===== config.mk =====
export PLATFORM = sky130hd
export DESIGN_NAME = mod_n_counter
export DESIGN_NICKNAME = d
export VERILOG_FILES = /design/src/rtl/clock_pkg.sv /design/src/rtl/bin2bcd_lt100.sv /design/src/rtl/mod_n_counter.sv
export SDC_FILE = /design/constraint.sdc
export NUM_CORES = 1
export LEC_CHECK = 0
export CELL_PAD_IN_SITES_DETAIL_PLACEMENT = 1
export CELL_PAD_IN_SITES_GLOBAL_PLACEMENT = 2
export CORE_UTILIZATION = 27
export DETAILED_ROUTE_END_ITERATION = 8
export GPL_TIMING_DRIVEN = 0
export PLACE_DENSITY_LB_ADDON = 0.1
export SLEW_MARGIN = 20
export SYNTH_ARGS = -nofsm -noshare
export SYNTH_HDL_FRONTEND = slang
export SYNTH_SLANG_ARGS = --single-unit

===== constraint.sdc =====
create_clock -name clk -period 4.1 [get_ports clk]
set_input_delay 0.82 -clock clk [delete_from_list [all_inputs] [get_ports clk]]
set_output_delay 0.82 -clock clk [all_outputs]
set_load 0.05 [all_outputs]

===== src/rtl/clock_pkg.sv =====
// clock_pkg
// Shared constants and helpers for the digital-clock datapath.
//   SEC_MOD / MIN_MOD / HR24_MOD / HR12_MOD : moduli for each time field
//   BCD_W                                  : width of one BCD digit
//   bcd_split(value)                       : {tens, ones} for value < 100
package clock_pkg;

  localparam int SEC_MOD  = 60;
  localparam int MIN_MOD  = 60;
  localparam int HR24_MOD = 24;
  localparam int HR12_MOD = 12;

  localparam int BCD_W = 4;

  // Binary-weighted compare/subtract on the tens digit (80, 40, 20, 10).
  // Only valid for value < 100; no general divider is needed.
  function automatic logic [2*BCD_W-1:0] bcd_split(input logic [6:0] value);
    logic [BCD_W-1:0] tens;
    logic [6:0]       rem;
    tens = '0;
    rem  = value;
    if (rem >= 7'd80) begin tens = tens + 4'd8; rem = rem - 7'd80; end
    if (rem >= 7'd40) begin tens = tens + 4'd4; rem = rem - 7'd40; end
    if (rem >= 7'd20) begin tens = tens + 4'd2; rem = rem - 7'd20; end
    if (rem >= 7'd10) begin tens = tens + 4'd1; rem = rem - 7'd10; end
    return {tens, 4'(rem)};
  endfunction

endpackage


===== src/rtl/bin2bcd_lt100.sv =====
// bin2bcd_lt100
// Combinational binary-to-BCD conversion for inputs below 100.
//   bin_i  : binary value, 0..99
//   tens_o : BCD tens digit
//   ones_o : BCD ones digit
module bin2bcd_lt100
  import clock_pkg::*;
(
  input  logic [6:0]       bin_i,
  output logic [BCD_W-1:0] tens_o,
  output logic [BCD_W-1:0] ones_o
);

  assign {tens_o, ones_o} = bcd_split(bin_i);

endmodule


===== src/rtl/mod_n_counter.sv =====
// mod_n_counter
// Modulo-MODULUS time-field counter with up/down stepping, synchronous clear,
// range-checked parallel load and registered BCD digits.
//   clk, rst        : clock, asynchronous active-high reset
//   en, up          : step enable and direction (1 = increment)
//   clr, load, data : clear to RESET_VAL, parallel load of data
//   q               : registered binary count
//   tens, ones      : registered BCD digits of q
//   tc              : combinational terminal count for chaining into the next en
//   load_err        : one-cycle pulse after a load with data >= MODULUS
module mod_n_counter
  import clock_pkg::*;
#(
  parameter int MODULUS   = 24,
  parameter int WIDTH     = $clog2(MODULUS),
  parameter int RESET_VAL = 0
) (
  input  logic             clk,
  input  logic             rst,
  input  logic             en,
  input  logic             up,
  input  logic             clr,
  input  logic             load,
  input  logic [WIDTH-1:0] data,
  output logic [WIDTH-1:0] q,
  output logic [BCD_W-1:0] tens,
  output logic [BCD_W-1:0] ones,
  output logic             tc,
  output logic             load_err
);

  generate
    if (MODULUS < 2 || MODULUS > 100 || RESET_VAL < 0 ||
        RESET_VAL >= MODULUS || (2 ** WIDTH) < MODULUS) begin : g_param_check
      $error("mod_n_counter: illegal MODULUS/WIDTH/RESET_VAL combination");
    end
  endgenerate

  localparam logic [WIDTH-1:0]     MAX_V   = WIDTH'(MODULUS - 1);
  localparam logic [WIDTH-1:0]     RST_V   = WIDTH'(RESET_VAL);
  // One extra bit so MODULUS == 2**WIDTH still compares correctly.
  localparam logic [WIDTH:0]       MOD_EXT = (WIDTH + 1)'(MODULUS);
  localparam logic [2*BCD_W-1:0]   RST_BCD = bcd_split(7'(RESET_VAL));

  logic [WIDTH-1:0] count_q, count_d;
  logic             err_q, err_d;
  logic [BCD_W-1:0] tens_q, ones_q;
  logic [BCD_W-1:0] tens_d, ones_d;

  always_comb begin
    count_d = count_q;
    err_d   = 1'b0;
    if (clr) begin
      count_d = RST_V;
    end else if (load) begin
      if ({1'b0, data} >= MOD_EXT) begin
        count_d = RST_V;
        err_d   = 1'b1;
      end else begin
        count_d = data;
      end
    end else if (en) begin
      // Wrap test happens before the step, so q never passes MODULUS-1.
      if (up) begin
        count_d = (count_q == MAX_V) ? '0 : count_q + WIDTH'(1);
      end else begin
        count_d = (count_q == '0) ? MAX_V : count_q - WIDTH'(1);
      end
    end
  end

  // Digits are derived from the next-state value so they update on the same
  // edge as q.
  bin2bcd_lt100 u_bcd (
    .bin_i  (7'(count_d)),
    .tens_o (tens_d),
    .ones_o (ones_d)
  );

  always_ff @(posedge clk or posedge rst) begin
    if (rst) begin
      count_q <= RST_V;
      err_q   <= 1'b0;
      tens_q  <= RST_BCD[2*BCD_W-1:BCD_W];
      ones_q  <= RST_BCD[BCD_W-1:0];
    end else begin
      count_q <= count_d;
      err_q   <= err_d;
      tens_q  <= tens_d;
      ones_q  <= ones_d;
    end
  end

  assign tc       = en & ~clr & ~load & (up ? (count_q == MAX_V) : (count_q == '0));
  assign q        = count_q;
  assign tens     = tens_q;
  assign ones     = ones_q;
  assign load_err = err_q;

endmodule


==> reports/qor.yml, run 1 <==
status: "complete, no violations"
coreArea_um2: 3150
grt_pass1_wl_um: 3910
portBuffers: 22
grt_pass1_vias: 863
rrSetupSlack_ns: 0.34
mostFrequentLayoutCells: "clkdlybuf4s50_1 (21), inv_1 (14), dfrtp_1 (11)"
clock_latency_ns: 0.26
ant_nets: 0
cts_tree: "yes"
timing.final.max_slew_violations: 0
power_mw: 0.356
grt_use_total_pct: 14.7
r2r_cells: 15
pre_cts_ws_ns: -0.381
startpoint_type: "input port"
wl_met2_um: 1120
nets: 146
synth_warnings: 0
power_frac_comb_pct: 44.4
setup_ws_ns: 0.317
crit_family: "buffers and inverters"
hold_violations: 0
die_h_um: 60.5
criticalPathCategory: "in2out"
grt_max_degree: 12
holdCritPathClass: "in2async"
cp.buffers_inverters: 2
cts.clk_slew.worst_paths_ns: 0.07
p_leak_nw: 0.546
slew_headroom_pct: 65.3
cts_root_buf: "clkbuf_4"
drt_pre_antenna_iters: 3
required_ns: 3.28
setup_tns_ns: 0
pin_count: 26
p_switching_mw: 0.140
worstPathCellList: "clkdlybuf4s50_1 > or3b_2 > a211oi_1 > clkdlybuf4s50_1"
drive_above_1_share_pct: 13.3
ir_worst_vdd_v: 0.0000870
timing.hold.ws_ns: 0.844
grt_setup_unrepaired: "false"
start_util_pct: 29.3
finalSetupViolCount: 0
num_rows: 20
crit-reg2reg-launch: "ones[0]"
seq_power_share_pct: 36.0
syn_inst: 102
finalNonFillerCells: 172
dieArea_um2: 3660
dp_cells: 169
worstSetupEndpointType: "primary output"
via_count: 865
drt_iter0_markers: 11
syn_area_per_cell_um2: 9.05
place_congestion: 0.742
htree_levels: 1
route.met3.wl_um: 81
totalWireLength_um: 2440
synthArstFlopShare_pct: 100
arrival_ns: 2.96
max_freq_ghz: 0.264
antenna_cells: 0
route.detailed.drc: 0
skew_ns: 0.00266
antenna_found_initial: 0
synth_edf_count: 0
ys.flop_type: "dfrtp_1"
hpwlAfterDp_um: 2010
synth_area_leaders: "dfrtp_1 (30%), ha_1 (8.1%), inv_1 (5.7%)"
wl_per_cell_um: 14.2
ys_types: 43
routed_via_density: 5.03
r2r-end: "ones[1]"
m1WireLength_um: 1220
ys_seq_area_share_pct: 29.8
post_cts_buffers: 0
yosys.area.top_type: "dfrtp_1"
maxCapViolCount: 0
numCtsBuffers: 3
final_common_cell: "clkdlybuf4s50_1"
p_per_area_nw_per_um2: 290
worstMarginPinSlew_ns: 0.519
min_period_ns: 3.78
syn_to_final_growth_pct: 32.9
numClockSinks: 11
switching_share_pct: 39.2
synth_top_area_share_pct: 29.8
fp.dieW_um: 60.5
critPathMaxFanout: 7
clock_power_share_pct: 19.6
p_int_mw: 0.217
crit_top_cell: "clkdlybuf4s50_1"
overflow: 0
fin_crit_sh_pct: 92.3
max_stage_delay_ns: 0.83
synth.cell_area_um2: 923
fill_cells: 387
crit_slowest_cell: "clkdlybuf4s50_1"
dr.max_layer_used: "met4"
ys_ff_latch: 11
cts_max_path_buffers: 2
per-layer routing:
metal	vias to the layer above	track usage, %
met4	0	4.87
met5	-	0
li1	427	-
met3	2	1.28
met1	414	19.9
met2	22	24.6
power by group through the flow:
stage | registers (mW) | clock network [mW] | logic, mW
3_5_place_dp | 0.131 | 0 | 0.160
5_1_grt | 0.130 | 0.0786 | 0.171
2_1_floorplan | 0.167 | 0 | 0.0707
6_report | 0.128 | 0.0698 | 0.158
4_1_cts | 0.129 | 0.0727 | 0.160
3_3_place_gp | 0.130 | 0 | 0.157
worst max-delay path by stage:
stage | startpoint | to | slack (ns) | cells past startpoint
5_1_grt | ones[0] | ones[1] | 0.09 | 15
3_3_place_gp | en | ones[2] | -0.28 | 15
3_5_place_dp | en | ones[1] | -0.38 | 15
6_report | clr | tc | 0.32 | 4
2_1_floorplan | up | ones[1] | 0.39 | 14
4_1_cts | en | ones[1] | 0.12 | 14
logic make-up after synthesis:
logic type | Yosys count | share of synthesized area [%]
AOI/OAI and AO/OA | 27 | 23.4
xor gates and xnor gates | 2 | 1.90
adders and majority gates | 6 | 8.13
buffers and inverters | 20 | 10.2
DFF | 11 | 29.8
muxes | 4 | 4.47
other | 1 | 0.406
and+or+nand+nor | 31 | 21.7
state kept, by name, summed over array words and instances (netlist names):
register	cells
load_err	1
ones	4
tens	2
q	4
synthesized netlist by cell type, types with 2 or more instances:
library cell / instances
a2111o_1: 2
a211oi_1: 3
a31oi_1: 2
buf_4: 3
clkbuf_1: 2
dfrtp_1: 11
ha_1: 6
inv_1: 14
mux2i_1: 3
nand2_1: 4
nand3_1: 6
nand4_1: 3
nor2_1: 2
nor3b_1: 2
o2111ai_1: 3
o21ai_0: 6
o21ai_1: 2
or3_1: 2
xnor2_1: 2
timing repair:
item,CTS,global route
gates cloned,0,0
hold buffers,0,0
resized for setup,0,1
setup endpoints to repair,2,2
pin swaps,0,0
final cells by class:
class / instances / area [um2] / share of cell area, %
Multi-Input combinational cell: 72 / 558 / 45.5
Sequential cell: 11 / 275 / 22.4
Timing Repair Buffer: 22 / 223 / 18.1
Tap cell: 44 / 55.1 / 4.49
Inverter: 14 / 52.6 / 4.28
Buffer: 5 / 37.5 / 3.06
Clock buffer: 4 / 26.3 / 2.14
worst register-to-register path, delay by kind of cell, from the launching register on:
kind | cells | cell delay, ns
simple gates | 3 | 1.06
compound gates | 5 | 0.91
fa+ha+maj | 3 | 0.63
flops | 1 | 0.44
mux | 1 | 0.28
buf+inv | 2 | 0.15
xor+xnor | 1 | 0.15
metrics by stage:
step           util [%]  cell area [um2]
6_report           38.9             1230
5_1_grt            38.9             1230
4_1_cts            38.8             1220
3_5_place_dp       38.1             1200
3_3_place_gp       38.1             1200
2_1_floorplan         -              927
Note: power is estimated with default switching activity, not from simulation.
==> inputs of run 2 (changes only) <==
- SETUP_SLACK_MARGIN: default -> 0.2
==> run 2 against run 1 <==
Compared with the run above:
- clock power up 2%
- register-to-register slack improved by 0.10 ns
- largest cell class unchanged
- clock skew grew 0.0029 ns
- hold slack got worse by 0.0056 ns
- cell area is 2.4% higher
- largest power group unchanged
- routed wire length grew 3.7%
- critical path depth unchanged
- final cell count is 2.3% higher
- combinational power up 3%
- die area unchanged
==> reports/qor.yml, run 2 (synthesis gave the netlist of run 1 again) <==
maxCapViolCount: 0
skew_ns: 0.00558
route.met3.wl_um: 100
crit-reg2reg-launch: "ones[0]"
max_freq_ghz: 0.265
clock_latency_ns: 0.26
via_count: 875
crit_top_cell: "clkdlybuf4s50_1"
cts.clk_slew.worst_paths_ns: 0.07
crit_slowest_cell: "clkdlybuf4s50_1"
seq_power_share_pct: 35.4
criticalPathCategory: "in2out"
cts_tree: "yes"
m1WireLength_um: 1260
nets: 150
timing.hold.ws_ns: 0.838
start_util_pct: 29.3
arrival_ns: 2.95
numClockSinks: 11
cp.buffers_inverters: 2
switching_share_pct: 39.5
worstMarginPinSlew_ns: 0.519
worstSetupEndpointType: "primary output"
holdCritPathClass: "in2async"
p_switching_mw: 0.143
finalSetupViolCount: 0
dr.max_layer_used: "met4"
min_period_ns: 3.77
grt_pass1_vias: 871
hold_violations: 0
drive_above_1_share_pct: 17.4
num_rows: 20
worstPathCellList: "clkdlybuf4s50_1 > or3b_2 > a211oi_1 > clkdlybuf4s50_1"
routed_via_density: 4.97
grt_setup_unrepaired: "false"
p_per_area_nw_per_um2: 289
power_frac_comb_pct: 45.0
syn_to_final_growth_pct: 36.2
startpoint_type: "input port"
coreArea_um2: 3150
totalWireLength_um: 2530
slew_headroom_pct: 65.3
drt_pre_antenna_iters: 4
fp.dieW_um: 60.5
portBuffers: 22
grt_max_degree: 12
place_area_um2: 1200
final_area_um2: 1260
place_congestion: 0.742
drt_iter0_markers: 19
fin_crit_sh_pct: 92.0
max_stage_delay_ns: 0.83
route.detailed.drc: 0
setup.worst_path.start: "clr"
mostFrequentLayoutCells: "clkdlybuf4s50_1 (21), inv_1 (14), dfrtp_1 (11)"
final_common_cell: "clkdlybuf4s50_1"
wl_per_cell_um: 14.3
ir_worst_vdd_v: 0.0000890
dieArea_um2: 3660
grt_use_total_pct: 14.7
finalCoreUtilization_pct: 39.9
die_h_um: 60.5
hpwlAfterDp_um: 2010
overflow: 0
regArea_um2: 275
pin_count: 26
timing.final.max_slew_violations: 0
p_leak_nw: 0.558
wl_met2_um: 1150
numCtsBuffers: 3
cts-hold-fix-buffers: 0
htree_levels: 1
crit_family: "buffers and inverters"
finalNonFillerCells: 176
status: "complete, no violations"
cts_max_path_buffers: 2
clock_power_share_pct: 19.6
dp_cells: 169
ant_nets: 0
cts_root_buf: "clkbuf_4"
fill_cells: 389
critPathMaxFanout: 7
antenna_cells: 0
setup_tns_ns: 0
multiInputGateArea_um2: 567
grt_pass1_wl_um: 3930
antenna_found_initial: 0
required_ns: 3.28
p_int_mw: 0.220
-- run 2: changes by cell type in the layout (fill, tap and decap cells not counted), sizes merged --
cell,delta
buf,+3
clkbuf,+2
dlymetal6s2s,-1
-- run 2: final timing paths --
path,endpoint,slack [ns],depth (start not counted)
setup / recovery,tc,0.33,4
hold / removal,ones[3],0.84,2
setup reg to reg,ones[1],0.44,15
hold reg to reg,q[1],0.90,4
max in group asynchronous,ones[0],2.98,2
min in group clk,q[1],0.90,4
-- run 2: layout make-up --
| type | instances | area share (%) |
|---|---|---|
| Clock buffer | 4 | 2.09 |
| Buffer | 6 | 3.48 |
| Multi-Input combinational cell | 72 | 45.1 |
| Tap cell | 44 | 4.38 |
| Sequential cell | 11 | 21.9 |
| Inverter | 14 | 4.18 |
| Timing Repair Buffer | 25 | 18.9 |
-- run 2: through the flow --
stage	power [mW]	worst slack (ns)
3_5_place_dp	0.291	-0.381
2_1_floorplan	0.238	0.391
3_3_place_gp	0.288	-0.278
5_1_grt	0.385	0.203
4_1_cts	0.362	0.239
6_report	0.363	0.326
-- run 2: repair_timing --
item                                    in CTS  in global routing
pin swaps                                    0                  1
endpoints found under the setup margin       4                  3
setup buffers                                0                  3
gates resized for setup                      2                  5
-- run 2: metal layers --
metal,GRT usage [%],vias to the layer above
met2,24.8,24
met4,4.87,0
met1,19.9,415
met5,0,-
met3,1.28,2
li1,-,434
-- run 2: power by group through the flow --
| stage | registers, mW | logic [mW] | clock network, mW |
|---|---|---|---|
| floorplan | 0.167 | 0.0707 | 0 |
| global placement | 0.130 | 0.157 | 0 |
| detailed placement | 0.131 | 0.160 | 0 |
| CTS | 0.129 | 0.160 | 0.0727 |
| global route | 0.130 | 0.176 | 0.0786 |
| finish | 0.128 | 0.163 | 0.0712 |
